## config.mk

```make
export PLATFORM = sky130hd
export DESIGN_NAME = dts_sync_aligner
export DESIGN_NICKNAME = d
export VERILOG_FILES = /design/src/rtl/dts_sync_aligner.sv
export SDC_FILE = /design/constraint.sdc
export NUM_CORES = 1
export LEC_CHECK = 0
export BUFFER_PORTS_ARGS = -buffer_cell sky130_fd_sc_hd__buf_2
export CAP_MARGIN = 20
export CORE_ASPECT_RATIO = 1.4
export CORE_MARGIN = 2
export CORE_UTILIZATION = 60
export CTS_CLUSTER_DIAMETER = 30
export DETAILED_ROUTE_END_ITERATION = 8
export PLACE_DENSITY = 0.78
export SLEW_MARGIN = 5
export SYNTH_ARGS = -nofsm -noshare
export SYNTH_HDL_FRONTEND = slang
export SYNTH_SLANG_ARGS = --single-unit
```

## constraint.sdc

```tcl
create_clock -name clk_i -period 9.8 [get_ports clk_i]
set_input_delay 1.96 -clock clk_i [delete_from_list [all_inputs] [get_ports clk_i]]
set_output_delay 1.96 -clock clk_i [all_outputs]
set_load 0.005 [all_outputs]
```

## src/rtl/dts_sync_aligner.sv

```systemverilog
// rtl/dts_sync_aligner.sv - measures sync skew across offsetter streams and pulses delay requests until all syncs coincide
//
// Optional feature: define DTS_SYNC_ALIGNER_LOSS_CNT_EN to build the saturating
// lock-loss counter; otherwise lock_loss_count_o is tied to zero.
//
// Ports:
//   clk_i             common output clock, rising edge
//   rst_i             synchronous active-high reset
//   enable_i          1 = run alignment, 0 = return to IDLE (clears error)
//   sync_i            per-stream dout_sync from the offsetters
//   delay_o           per-stream delay request back to the offsetters
//   aligned_o         all streams locked
//   error_o           sticky fault: measurement timeout or non-integer word skew
//   skew_max_o        last measured max arrival offset, in clocks
//   lock_loss_count_o number of LOCKED->WAIT transitions (saturating)
module dts_sync_aligner #(
    parameter int N_STREAMS    = 4,
    parameter int MAX_SKEW     = 64,
    parameter int WORD_CYCLES  = 1,
    parameter int PULSE_CYCLES = 4,
    parameter int VERIFY_SYNCS = 2,
    localparam int CNT_W       = $clog2(MAX_SKEW + 1)
) (
    input  logic                 clk_i,
    input  logic                 rst_i,
    input  logic                 enable_i,
    input  logic [N_STREAMS-1:0] sync_i,
    output logic [N_STREAMS-1:0] delay_o,
    output logic                 aligned_o,
    output logic                 error_o,
    output logic [CNT_W-1:0]     skew_max_o,
    output logic [15:0]          lock_loss_count_o
);

    localparam int IDX_W = (N_STREAMS > 1) ? $clog2(N_STREAMS) : 1;
    localparam int PH_W  = $clog2(2 * PULSE_CYCLES + 1);
    localparam int VC_W  = $clog2(VERIFY_SYNCS + 1);

    typedef enum logic [2:0] {
        S_IDLE,
        S_WAIT,
        S_MEASURE,
        S_ADJUST,
        S_VERIFY,
        S_LOCKED
    } state_t;

    state_t                 state_q, state_d;
    logic [CNT_W-1:0]       cnt_q, cnt_d;
    logic [N_STREAMS-1:0]   arrived_q, arrived_d;
    logic [CNT_W-1:0]       arr_q [N_STREAMS];
    logic [CNT_W-1:0]       arr_d [N_STREAMS];
    logic [CNT_W-1:0]       dly_q [N_STREAMS];
    logic [CNT_W-1:0]       dly_d [N_STREAMS];
    logic [PH_W-1:0]        ph_q, ph_d;
    logic [VC_W-1:0]        vcnt_q, vcnt_d;
    logic                   err_q, err_d;
    logic [CNT_W-1:0]       skew_q, skew_d;

    // Window bookkeeping as seen in the current cycle, including this cycle's syncs.
    logic [CNT_W-1:0]       meas_cnt;
    logic [N_STREAMS-1:0]   arrived_base, arrived_now;
    logic [CNT_W-1:0]       arr_now [N_STREAMS];
    logic [CNT_W-1:0]       diff_now [N_STREAMS];
    logic [CNT_W-1:0]       pulses_now [N_STREAMS];
    logic [CNT_W-1:0]       arr_max, arr_min;
    logic                   rem_bad, any_pulse, all_now;
    logic                   sync_event, all_sync, partial;
    logic                   close;
    logic [IDX_W-1:0]       cur;
    logic                   pulse_end, more_left;

    assign sync_event = |sync_i;
    assign all_sync   = &sync_i;
    assign partial    = sync_event && !all_sync;

    always_comb begin
        // In WAIT the window opens this cycle, so earlier arrivals are stale.
        meas_cnt     = (state_q == S_WAIT) ? '0 : cnt_q;
        arrived_base = (state_q == S_WAIT) ? '0 : arrived_q;
        arrived_now  = arrived_base | sync_i;
        all_now      = &arrived_now;
        for (int i = 0; i < N_STREAMS; i++) begin
            arr_now[i] = arrived_base[i] ? arr_q[i] : meas_cnt;
        end
        arr_max = '0;
        arr_min = '1;
        for (int i = 0; i < N_STREAMS; i++) begin
            if (arr_now[i] > arr_max) arr_max = arr_now[i];
            if (arr_now[i] < arr_min) arr_min = arr_now[i];
        end
        rem_bad   = 1'b0;
        any_pulse = 1'b0;
        for (int i = 0; i < N_STREAMS; i++) begin
            diff_now[i]   = arr_max - arr_now[i];
            pulses_now[i] = diff_now[i] / CNT_W'(WORD_CYCLES);
            if ((diff_now[i] % CNT_W'(WORD_CYCLES)) != '0) rem_bad = 1'b1;
            if (pulses_now[i] != '0) any_pulse = 1'b1;
        end
    end

    // The stream being serviced is always the lowest one with pulses left, so
    // streams needing no pulses are skipped without spending a cycle.
    always_comb begin
        cur = '0;
        for (int i = N_STREAMS - 1; i >= 0; i--) begin
            if (dly_q[i] != '0) cur = IDX_W'(i);
        end
        pulse_end = (ph_q == PH_W'(2 * PULSE_CYCLES - 1));
        more_left = 1'b0;
        for (int i = 0; i < N_STREAMS; i++) begin
            if (IDX_W'(i) == cur) begin
                if (dly_q[i] > CNT_W'(1)) more_left = 1'b1;
            end else if (dly_q[i] != '0) begin
                more_left = 1'b1;
            end
        end
    end

    always_comb begin
        state_d   = state_q;
        cnt_d     = cnt_q;
        arrived_d = arrived_q;
        arr_d     = arr_q;
        dly_d     = dly_q;
        ph_d      = ph_q;
        vcnt_d    = vcnt_q;
        err_d     = err_q;
        skew_d    = skew_q;
        close     = 1'b0;

        case (state_q)
            S_IDLE: begin
                if (enable_i) state_d = S_WAIT;
            end
            S_WAIT: begin
                if (sync_event) begin
                    arrived_d = arrived_now;
                    arr_d     = arr_now;
                    cnt_d     = CNT_W'(1);
                    if (all_now) close = 1'b1;
                    else         state_d = S_MEASURE;
                end
            end
            S_MEASURE: begin
                arrived_d = arrived_now;
                arr_d     = arr_now;
                cnt_d     = cnt_q + CNT_W'(1);
                if (all_now) begin
                    close = 1'b1;
                end else if (cnt_q == CNT_W'(MAX_SKEW)) begin
                    err_d   = 1'b1;
                    state_d = S_WAIT;
                end
            end
            S_ADJUST: begin
                ph_d = ph_q + PH_W'(1);
                if (pulse_end) begin
                    ph_d       = '0;
                    dly_d[cur] = dly_q[cur] - CNT_W'(1);
                    if (!more_left) begin
                        vcnt_d  = '0;
                        state_d = S_VERIFY;
                    end
                end
            end
            S_VERIFY: begin
                if (all_sync) begin
                    if (vcnt_q == VC_W'(VERIFY_SYNCS - 1)) state_d = S_LOCKED;
                    else                                   vcnt_d  = vcnt_q + VC_W'(1);
                end else if (partial) begin
                    state_d = S_WAIT;
                end
            end
            S_LOCKED: begin
                if (partial) state_d = S_WAIT;
            end
            default: state_d = S_IDLE;
        endcase

        if (close) begin
            skew_d = arr_max - arr_min;
            if (rem_bad) begin
                err_d   = 1'b1;
                state_d = S_WAIT;
            end else if (any_pulse) begin
                dly_d   = pulses_now;
                ph_d    = '0;
                state_d = S_ADJUST;
            end else begin
                vcnt_d  = '0;
                state_d = S_VERIFY;
            end
        end

        if (!enable_i) begin
            state_d = S_IDLE;
            err_d   = 1'b0;
        end
    end

    always_ff @(posedge clk_i) begin
        if (rst_i) begin
            state_q   <= S_IDLE;
            cnt_q     <= '0;
            arrived_q <= '0;
            ph_q      <= '0;
            vcnt_q    <= '0;
            err_q     <= 1'b0;
            skew_q    <= '0;
            for (int i = 0; i < N_STREAMS; i++) begin
                arr_q[i] <= '0;
                dly_q[i] <= '0;
            end
        end else begin
            state_q   <= state_d;
            cnt_q     <= cnt_d;
            arrived_q <= arrived_d;
            arr_q     <= arr_d;
            dly_q     <= dly_d;
            ph_q      <= ph_d;
            vcnt_q    <= vcnt_d;
            err_q     <= err_d;
            skew_q    <= skew_d;
        end
    end

    // Pulse high for the first half of each 2*PULSE_CYCLES slot, low for the second.
    always_comb begin
        for (int i = 0; i < N_STREAMS; i++) begin
            delay_o[i] = (state_q == S_ADJUST) && (ph_q < PH_W'(PULSE_CYCLES)) &&
                         (cur == IDX_W'(i));
        end
    end

    assign aligned_o  = (state_q == S_LOCKED);
    assign error_o    = err_q;
    assign skew_max_o = skew_q;

`ifdef DTS_SYNC_ALIGNER_LOSS_CNT_EN
    logic [15:0] llc_q, llc_d;
    logic        llc_inc;

    assign llc_inc = (state_q == S_LOCKED) && enable_i && partial;

    always_comb begin
        llc_d = llc_q;
        if (llc_inc && (llc_q != 16'hFFFF)) llc_d = llc_q + 16'd1;
    end

    always_ff @(posedge clk_i) begin
        if (rst_i) llc_q <= '0;
        else       llc_q <= llc_d;
    end

    assign lock_loss_count_o = llc_q;
`else
    assign lock_loss_count_o = '0;
`endif

endmodule

```

## Word-level counts from Yosys, hierarchy flattened

Cells that the tools add are included.

| word-level totals | value |
|---|---|
| input port bits | 7 |
| word-level logic and storage cells | 167 |
| register bits after elaboration | 84 |
| output and inout bits | 29 |

| cells by class | value |
|---|---|
| reduce and logical (&&, ||, !) cells | 26 |
| bitwise logic cells | 4 |
| order comparisons | 15 |
| $add $sub $neg | 9 |
| mux-type cells | 76 |
| equality and inequality tests | 22 |

Operator list:

| kind | count |
|---|---|
| 28-bit two-way mux | 5 |
| 7-bit two-way mux | 17 |
| 28-bit one-hot mux with 2 select lines | 1 |
| 7-bit nonzero test | 8 |
| 7-bit by 1-bit > comparator with 1-bit output (second input constant) | 5 |
| 7-bit subtractor | 5 |
| 3-bit two-way mux | 11 |
| 28-bit bitwise mux | 1 |
| 4-bit two-way mux | 6 |
| 7-bit > comparator | 3 |
| 7-bit < comparator | 3 |
| 2-bit two-way mux | 10 |
| 1-bit two-way mux | 18 |
| 3-bit != test (second input constant) | 6 |
| 3-bit one-hot mux with 6 select lines | 1 |
| 7-bit binary-select mux with 2-bit select | 1 |
| 7-bit demux with 2-bit select | 1 |
| 7-bit one-hot mux with 2 select lines | 1 |
| 4-bit one-hot mux with 2 select lines | 1 |
| 4-bit AND reduction | 2 |
| 7-bit by 1-bit adder with 7-bit output (second input constant) | 1 |
| 7-bit equality test (second input constant) | 1 |
| 1-bit logical AND | 7 |
| 7-bit < comparator (second input constant) | 1 |
| 30 further kinds | 36 |

## Longest topological paths before layout

Gate-level depths: netlist (run 1).

| logic depth | value |
|---|---|
| depth in word-level cells | 19 |
| mapped depth | 40 |
| gate-level depth less buffers | 35 |

## Worst setup path after synthesis (run 1)

OpenSTA, ideal clock, no wires.

| path | value |
|---|---|
| path type | reg2reg |
| start | register state_q[1] |
| end | register dly_q[24] (netlist bit) |
| required time | 9.679 ns |
| stages on the path, launching flop included | 38 |
| arrival time | 8.318 ns |
| clock period less this slack | 8.439 ns |
| setup slack | 1.361 ns |
| buffers on the path | 6 |
| library setup time | 0.121 ns |
| path through | dfxtp_1 -> buf_2 -> or3b_1 -> buf_4 -> buf_2 -> nand2_1 -> ha_1 -> a211oi_1 -> nor2_1 -> nor3_1 -> nor2_1 -> clkbuf_1 -> nor2_1 -> a21oi_1 -> ha_1 -> a211oi_1 -> nor2_1 -> nor3_1 -> [2 not listed] -> ha_1 -> a211oi_1 -> nor2_1 -> nor3_1 -> nor2_1 -> clkbuf_1 -> o21ai_0 -> ha_1 -> nor2b_1 -> o21a_1 -> o21ai_0 -> a211oi_1 -> or4_1 -> mux2i_1 -> and4bb_1 -> a21oi_2 -> buf_6 -> mux2_4 |

| on the way | value |
|---|---|
| cells in the longest elaborated chain, start to end | 19 |
| elaborated cells on any way between the ends | 37 |
| classes of those cells | 4 x add/sub; 4 x order compare; 3 x eq/ne; 20 x mux; 1 x bitwise; 5 x reduce/logical |

Ends and longest elaborated chain:

| what | line | source |
|---|---|---|
| from (decl) | 48 | `state_t state_q, state_d;` |
| from (signal assigned) | 216 | `state_q <= state_d;` |
| 3-bit by 1-bit equality test with 1-bit output | 79, 80, 132 |  |
| 7-bit two-way mux or 4-bit two-way mux (tied branches) | 79, 80 |  |
| 7-bit two-way mux | 84 | `arr_now[i] = arrived_base[i] ? arr_q[i] : meas_cnt;` |
| 7-bit by 1-bit > comparator with 1-bit output | 89 | `if (arr_now[i] > arr_max) arr_max = arr_now[i];` |
| 7-bit two-way mux | 89 |  |
| 7-bit > comparator | 89 |  |
| 7-bit two-way mux | 89 |  |
| 7-bit > comparator | 89 |  |
| 7-bit two-way mux | 89 |  |
| 7-bit > comparator | 89 |  |
| 7-bit two-way mux | 89 |  |
| 7-bit subtractor | 95 | `diff_now[i] = arr_max - arr_now[i];` |
| 7-bit nonzero test | 98 | `if (pulses_now[i] != '0) any_pulse = 1'b1;` |
| 1-bit two-way mux (4 in a row) | 98 |  |
| 28-bit two-way mux | 186 | `end else if (any_pulse) begin` |
| 28-bit two-way mux (*) | 181 | `if (close) begin` |
| to (signal assigned) | 220 | `dly_q <= dly_d;` |
| to (decl) | 53 | `logic [CNT_W-1:0] dly_q [N_STREAMS];` |

Every way passes the cells marked *; elsewhere a longest branch is shown, timed or not.
A chain may end at the register's enable or synchronous reset.

## Worst setup path in the final report (run 1)

| path | value |
|---|---|
| start | register state_q[0] |
| end | register dly_q[24] (netlist bit) |

Same word-level chain as after synthesis.

==> out/metrics.yaml, run 1 <==
wl_per_cell_um: 18.9
grt_pass1_vias: 6845
whs_ps: 450
clockRootBuffer: "clkbuf_16"
synth_seq_cells: 84
r2r_setup_slack_ps: 490
async_flop_share_pct: 0
grt_pass1_wl_um: 34300
grt-ovfl-total: 0
gp_congestion: 1.01
drt_first_pass_iters: 6
fin_crit_ps: 9310
hold_class: "reg2reg"
min-delay-start: "arr_q[12]"
drt-initial-drc-count: 539
p_comb_share_pct: 28.1
critPathMaxStageDelay_ps: 540
dp_slack_ps: 256
dieArea_um2: 13400
synth_area_leaders: "dfxtp_1 22%, ha_1 12%, a21oi_1 7.1%"
critical_path_class: "reg2reg"
worst_pin_slew_ps: 1100
finalCritPeriodShare_pct: 95.0
worstPathMaxFanout: 12
core_area_um2: 12300
power.switching_uw: 335
postRouteWirelength_um: 22000
drv_slew: 0
place_area_um2: 7660
power_switching_share_pct: 34.1
vias: 7371
clk_latency_ps: 350
hold_buffers: 0
synth_top_area_share_pct: 22.5
fin_area_um2: 8040
r2r_start: "state_q[0]"
cts_tree: "built"
boundaryPins: 36
setup_ws_ps: 487
synth_area_per_cell_um2: 7.45
synth_top_flop_cell: "dfxtp_1"
final_util_pct: 65.6
seq_power_share_pct: 36.2
die_h_um: 136
cpMaxStageDelayCell: "or3b_1"
drive_gt1_share_pct: 10.6
crit_start: "state_q[0]"
diodes: 0
leakage_nw: 3.21
layout_common_cells: "124 x nand2_1, 113 x nor2_1, 105 x a21oi_1, 84 x dfxtp_1, 73 x ha_1"
status: "completed"
final_hold_viol_count: 0
fmax_mhz: 107
routed_via_density: 6.33
numCtsBuffers: 9
clk_path_buf_depth: 2
htree_levels: 3
setup_viol: 0
synth_edf_count: 0
p_clk_share_pct: 35.7
finalClockSkew_ps: 8.05
slew_headroom_pct: 26.0
nets: 1094
power_density_nw_per_um2: 122
antenna_found_initial: 0
grt_max_degree: 80
worstSetupStartpointType: "register"
clock_sinks: 84
p_int_uw: 647
ys_types: 72
die_w_um: 98.3
final.setup.tns_ps: 0
syn_inst: 1003
timing.critical_path.to_type: "register"
clk_pin_slew_worst_paths_ps: 70
cts_post_setup_buffers_inserted: 0
fp-row-count: 48
netlist_area_um2: 7480
dpl.hpwl_um: 16800
drv_cap: 0
numPortBuffers: 19
cp_data_required_time_ps: 10030
track_usage_pct: 31.9
start_util_pct: 61.0
ant_nets: 0
drc: 0
ys_seq_area_share_pct: 22.5
yosys_warnings: 0
layout_commonest_cell: "nand2_1"
arrival_ps: 9550
area_delta_synth_final_pct: 7.48
ir_worst_vdd_mv: 0.0827
yosys.area.top_type: "dfxtp_1"
-- logic make-up after synthesis --
logic type	synth area share, %
and+or+nand+nor	23.4
xor gates and xnor gates	2.69
other	0.0502
buffers and inverters	6.44
AOI/OAI and AO/OA	23.1
adders and majority gates	13.6
DFF	22.5
muxes	8.28
-- cell usage after synthesis, drive strengths merged (2+ instances only) --
master,number
a2111oi,3
a211o,2
a211oi,22
a21boi,7
a21o,13
a21oi,108
a221oi,4
a22oi,6
a311oi,2
a31oi,21
and2,6
and3,4
buf,34
clkbuf,28
dfxtp,84
fa,5
ha,73
inv,40
mux2,25
mux2i,33
nand2,127
nand2b,8
nand3,20
nand3b,5
nand4,16
nor2,115
nor2b,12
nor3,26
nor3b,5
nor4,10
o211ai,5
o21a,14
o21ai,52
o21bai,3
o22ai,2
o31ai,9
or2,2
or3,9
or4,2
xnor2,11
xor2,12
-- worst max-delay path, delay by kind of cell, from the launching register on --
kind                       cells  cell delay, ps
and+or+nand+nor               13            3310
muxes                          5            1800
adders and majority gates      5            1490
AOI/OAI and AO/OA              7            1390
buffers and inverters          4             570
DFF                            1             470
xor gates and xnor gates       1             160
-- timing repair --
| action | 4_1_cts | 5_1_grt |
|---|---|---|
| gates resized for setup | 0 | 14 |
| setup endpoints to repair | 0 | 36 |
| hold endpoints to repair | 0 | 0 |
-- worst paths after layout --
path	end	cells past startpoint
worst min-delay path	arr_q[12]	2
worst min register to register	arr_q[12]	2
worst max-delay path	dly_q[24]	35
worst max register to register	dly_q[24]	35
-- per-layer routing --
| layer | share of wire (%) | track usage (%) | up-vias | wire length, µm |
|---|---|---|---|---|
| met2 | 50 | 56.6 | 267 | 11000 |
| met3 | 4.8 | 3.75 | 107 | 1050 |
| met4 | 6.5 | 19.6 | 0 | 1440 |
| li1 | - | - | 3588 | - |
| met1 | 39 | 36.4 | 3409 | 8510 |
| met5 | 0 | 0 | - | 0 |
-- through the flow --
| stage | std cells | total power, mW |
|---|---|---|
| 3_5_place_dp | 1146 | 0.613 |
| 6_report | 1164 | 0.983 |
| 3_3_place_gp | 1146 | 0.614 |
| 4_1_cts | 1162 | 0.960 |
| 5_1_grt | 1164 | 1.02 |
| 2_1_floorplan | 1018 | 0.549 |
-- flip-flops by register name, indices dropped and copies added, names as in the netlist --
| register | count |
|---|---|
| skew_max_o | 7 |
| state_q | 3 |
| cnt_q | 7 |
| arrived_q | 4 |
| dly_q | 28 |
| arr_q | 28 |
| vcnt_q | 2 |
| ph_q | 4 |
| error_o | 1 |
-- layout make-up --
class	count	area, µm²
repair buffers	41	264
well taps	150	188
fillers	1159	4220
clock buffers	10	229
flip-flops and latches	84	1680
clock inverters	6	72.6
multi-input cells	832	5450
inverters	41	155
-- power by group through the flow --
stage / combinational (mW) / sequential, mW / clock, mW
6_report: 0.276 / 0.355 / 0.351
5_1_grt: 0.300 / 0.356 / 0.368
4_1_cts: 0.253 / 0.355 / 0.352
3_5_place_dp: 0.251 / 0.363 / 0
3_3_place_gp: 0.251 / 0.363 / 0
2_1_floorplan: 0.192 / 0.357 / 0
No activity file was read; power rests on OpenSTA's default activity.
==> inputs of run 2 (changes only) <==
Settings changed: BUFFER_PORTS_ARGS -buffer_cell sky130_fd_sc_hd__buf_2 to -buffer_cell sky130_fd_sc_hd__clkbuf_2, CORE_UTILIZATION 60 to 30, PLACE_DENSITY 0.78 to not set.
==> run 2 against run 1 <==
  * Flip-flop and latch count did not move
  * Final area rose by 2.5%
  * Utilization fell by 32 points
  * Global-route usage fell by 14 points
  * Fmax rose by 2.6%
  * Hold slack got worse by 1.8 ps
  * Combinational power fell by 4%
  * Via count fell by 1.8%
  * Sequential share of layout area fell by 0.50 points
==> out/metrics.yaml, run 2 (synthesis results as in run 1) <==
arrival_ps: 9370
ant_nets: 0
dieArea_um2: 26200
numPortBuffers: 19
diodes: 0
leakage_nw: 3.24
vias: 7239
grt_pass1_vias: 7064
setup_viol: 0
area_delta_synth_final_pct: 10.1
cpMaxStageDelayCell: "mux2i_1"
track_usage_pct: 18.3
drc: 0
finalCritPeriodShare_pct: 92.6
dpl.hpwl_um: 18400
setup_ws_ps: 724
drive_gt1_share_pct: 10.6
numCtsBuffers: 9
grt-ovfl-total: 0
drv_cap: 0
clock_sinks: 84
nets: 1098
final_util_pct: 33.5
crit_family: "simple AND/OR/NAND/NOR gates"
finalClockSkew_ps: 8.89
final.setup.tns_ps: 0
worstPathMaxFanout: 25
cts_tree: "built"
slew_headroom_pct: 31.2
worst_pin_slew_ps: 1030
grt_pass1_wl_um: 37200
fin_crit_ps: 9080
antenna_found_initial: 0
clk_pin_slew_worst_paths_ps: 70
layout_commonest_cell: "nand2_1"
layoutNonFillerInstCount: 1332
critPathMaxStageDelay_ps: 560
start_util_pct: 30.4
die_w_um: 137
cp_data_required_time_ps: 10100
gp_congestion: 0.926
clk_latency_ps: 350
wl_per_cell_um: 17.5
drv_slew: 0
drt_first_pass_iters: 4
grt_max_degree: 80
routed_via_density: 5.43
ir_worst_vdd_mv: 0.0786
clk_path_buf_depth: 2
die_h_um: 191
power_uw: 961
rsz0062_at_grt: "false"
dp_cells: 1315
final_hold_viol_count: 0
htree_levels: 3
cts_post_setup_buffers_inserted: 0
hold_class: "reg2reg"
critical_path_class: "reg2reg"
dp_slack_ps: 5.62
hold_buffers: 0
power_density_nw_per_um2: 117
layout_common_cells: "124 x nand2_1, 113 x nor2_1, 105 x a21oi_1, 84 x dfxtp_1, 73 x ha_1"
fp-row-count: 68
core_area_um2: 24600
worstSetupStartpointType: "register"
postRouteWirelength_um: 23300
top_regs: "arr_q x28, dly_q x28"
boundaryPins: 36
timing.critical_path.to_type: "register"
drt-initial-drc-count: 375
fmax_mhz: 110
clockRootBuffer: "clkbuf_16"
status: "completed"
cp.buffers_inverters: 3
-- run 2: cell count changes in the layout (fill, tap and decap cells not counted), sizes merged --
cell      before  now
clkbuf        10   28
clkinv         1    5
clkinvlp       3    0
inv           42   41
buf           41   27
nand4         17   16
-- run 2: final timing paths --
check                   from   endpoint  slack (ps)  cells after the start
setup / recovery  state_q[0]   dly_q[0]         720                     34
hold / removal     arr_q[17]  arr_q[17]         450                      2
setup reg to reg  state_q[0]   dly_q[0]         720                     34
hold reg to reg    arr_q[17]  arr_q[17]         450                      2
-- run 2: final cells by class --
type	instances	area (µm²)
Fill cell	2577	16400
Multi-Input combinational cell	831	5400
Sequential cell	84	1680
Inverter	41	155
Timing Repair Buffer	46	309
Tap cell	315	394
Clock inverter	6	65.1
Clock buffer	9	225
-- run 2: stage by stage --
stage,cell area (µm²),hold slack (ps)
after floorplan,7530,428
after global placement,7890,438
after detailed placement,7890,444
after CTS,8180,452
after global routing,8230,467
final,8230,449
-- run 2: worst min-delay path, stage by stage (launching register included) --
cell and delay [ps]:
dfxtp_1 310, nand2_1 50, a21oi_1 50
-- run 2: timing repair --
item,4_1_cts,5_1_grt
resized for setup,0,7
endpoints found under the hold margin,0,0
setup endpoints to repair,0,36
-- run 2: metal layers --
layer  vias to the layer above  routed length, µm  GRT usage (%)  part of all wire (%)
met5                         -                  0              0                     0
met2                       161              12200           33.5                    52
met1                      3406               9230           19.5                    40
li1                       3595                  -              -                     -
met4                         0               1320           11.5                   5.7
met3                        77                594           2.07                   2.5
-- run 2: power by group --
part           internal, mW  leakage [nW]  switching, mW
Sequential            0.346         0.678        0.00935
Clock                 0.197         0.147          0.144
Combinational        0.0987          2.41          0.166
Total                 0.642          3.24          0.319
==> inputs of run 3 (changes only) <==
Clock period 9.8 ns to 7.35 ns, I/O delays scaled along.
==> run 3 against run 2 <==
  * The run now ends with negative setup slack left
  * Setup slack worse by 890 ps
  * Clock power increased by 43%
  * Global-route usage up 1.8 points
  * Clock skew is 7.7 ps higher
  * Critical path type unchanged
==> out/metrics.yaml, run 3 (synthesis results as in run 1) <==
clock_sinks: 84
drt-initial-drc-count: 572
boundaryPins: 36
power_density_nw_per_um2: 146
fmax_mhz: 133
numCtsBuffers: 9
fp-row-count: 68
diodes: 0
clockRootBuffer: "clkbuf_16"
numPortBuffers: 19
final.setup.tns_ps: -3910
critPathMaxStageDelay_ps: 500
setup_ws_ps: -161
dpl.hpwl_um: 20300
worstPathMaxFanout: 7
fin_area_um2: 10000
status: "complete, but fails checks"
antenna_found_initial: 0
violations: "negative setup slack"
dp_cells: 1442
htree_levels: 3
drv_cap: 0
wl_per_cell_um: 17.6
layout_common_cells: "158 x buf_4, 119 x nand2_1, 103 x nor2_1, 85 x a21oi_1, 80 x dfxtp_1"
top_regs: "arr_q x28, dly_q x28"
drc: 0
place_area_um2: 9040
routed_via_density: 5.35
worstSetupStartpointType: "register"
grt-ovfl-total: 0
fin_crit_ps: 7510
grt_pass1_wl_um: 41000
leakage_nw: 4.09
timing.critical_path.to_type: "register"
dp_slack_ps: -550
drv_slew: 0
die_h_um: 191
clk_latency_ps: 360
cpMaxStageDelayCell: "or4_4"
nets: 1247
start_util_pct: 30.4
power_mw: 1.47
ant_nets: 0
grt_max_degree: 80
clk_pin_slew_worst_paths_ps: 80
hold_buffers: 0
critical_path_class: "reg2reg"
whs_ps: 454
hold_class: "reg2reg"
cp_data_required_time_ps: 7590
finalCritPeriodShare_pct: 102
cp_common_cell: "a21oi_2"
slew_headroom_pct: 29.5
finalClockSkew_ps: 16.5
core_area_um2: 24600
dieArea_um2: 26200
cts_tree: "built"
worst_pin_slew_ps: 1050
gp_congestion: 0.913
clk_path_buf_depth: 2
grt_pass1_vias: 7713
area_delta_synth_final_pct: 34.1
vias: 7930
final_util_pct: 40.8
postRouteWirelength_um: 26100
arrival_ps: 7750
die_w_um: 137
setup_viol: 36
ir_worst_vdd_mv: 0.109
layout_commonest_cell: "buf_4"
layoutNonFillerInstCount: 1482
fillCellCount: 2486
drt_first_pass_iters: 5
final_hold_viol_count: 0
track_usage_pct: 20.1
rsz0062_at_grt: "true"
drive_gt1_share_pct: 30.2
## run 3: cell count changes in the layout (fill, tap and decap cells not counted), moves of 6 or more
cell and delta:
a211oi_1 -11, buf_4 +133, ha_4 +11, a211oi_2 +11, mux2_4 +6, nor2_1 -10
ha_1 -17, nor2_2 +7, mux2_2 -6, a21oi_2 +17, a21oi_1 -20, o21ai_0 -7
ha_2 +6, buf_6 +14
## run 3: what timing repair did
action,4_1_cts,5_1_grt
gates resized for setup,68,44
buffers inserted,13,10
setup endpoints to repair,37,40
pin swaps,32,15
cloned,3,0
## run 3: power breakdown
group	internal [mW]	total (mW)	switching, mW	leakage (nW)
Combinational	0.235	0.510	0.275	3.27
Clock	0.268	0.487	0.220	0.137
Sequential	0.461	0.470	0.00866	0.680
Total	0.964	1.47	0.503	4.09
## run 3: path summary, 6_finish.rpt
kind,cells after the start,slack (ps),startpoint,to
max,36,-160,state_q[1],dly_q[3]
min reg2reg,2,450,arr_q[21],arr_q[21]
max reg2reg,36,-160,state_q[1],dly_q[3]
min,2,450,arr_q[21],arr_q[21]
## run 3: area by class of cell
class	count	area, µm²	area share [%]
Tap cell	315	394	3.93
Multi-Input combinational cell	831	5980	59.6
Inverter	41	155	1.55
Clock inverter	6	72.6	0.724
Sequential cell	84	1690	16.9
Clock buffer	10	229	2.28
Timing Repair Buffer	195	1510	15.0
## run 3: routing by layer
metal | GRT usage [%] | share of wire [%]
met2 | 36.6 | 52
met4 | 11.3 | 5.6
met1 | 22.5 | 39
met5 | 0 | 0
met3 | 1.83 | 3.2
## run 3: critical path: cells and delay by family, from the launching register on
kind / cells / cell delay, ps
compound gates: 8 / 1360
buf+inv: 5 / 690
fa+ha+maj: 5 / 1240
simple gates: 13 / 2500
xor+xnor: 1 / 110
flops: 1 / 360
mux: 4 / 1130
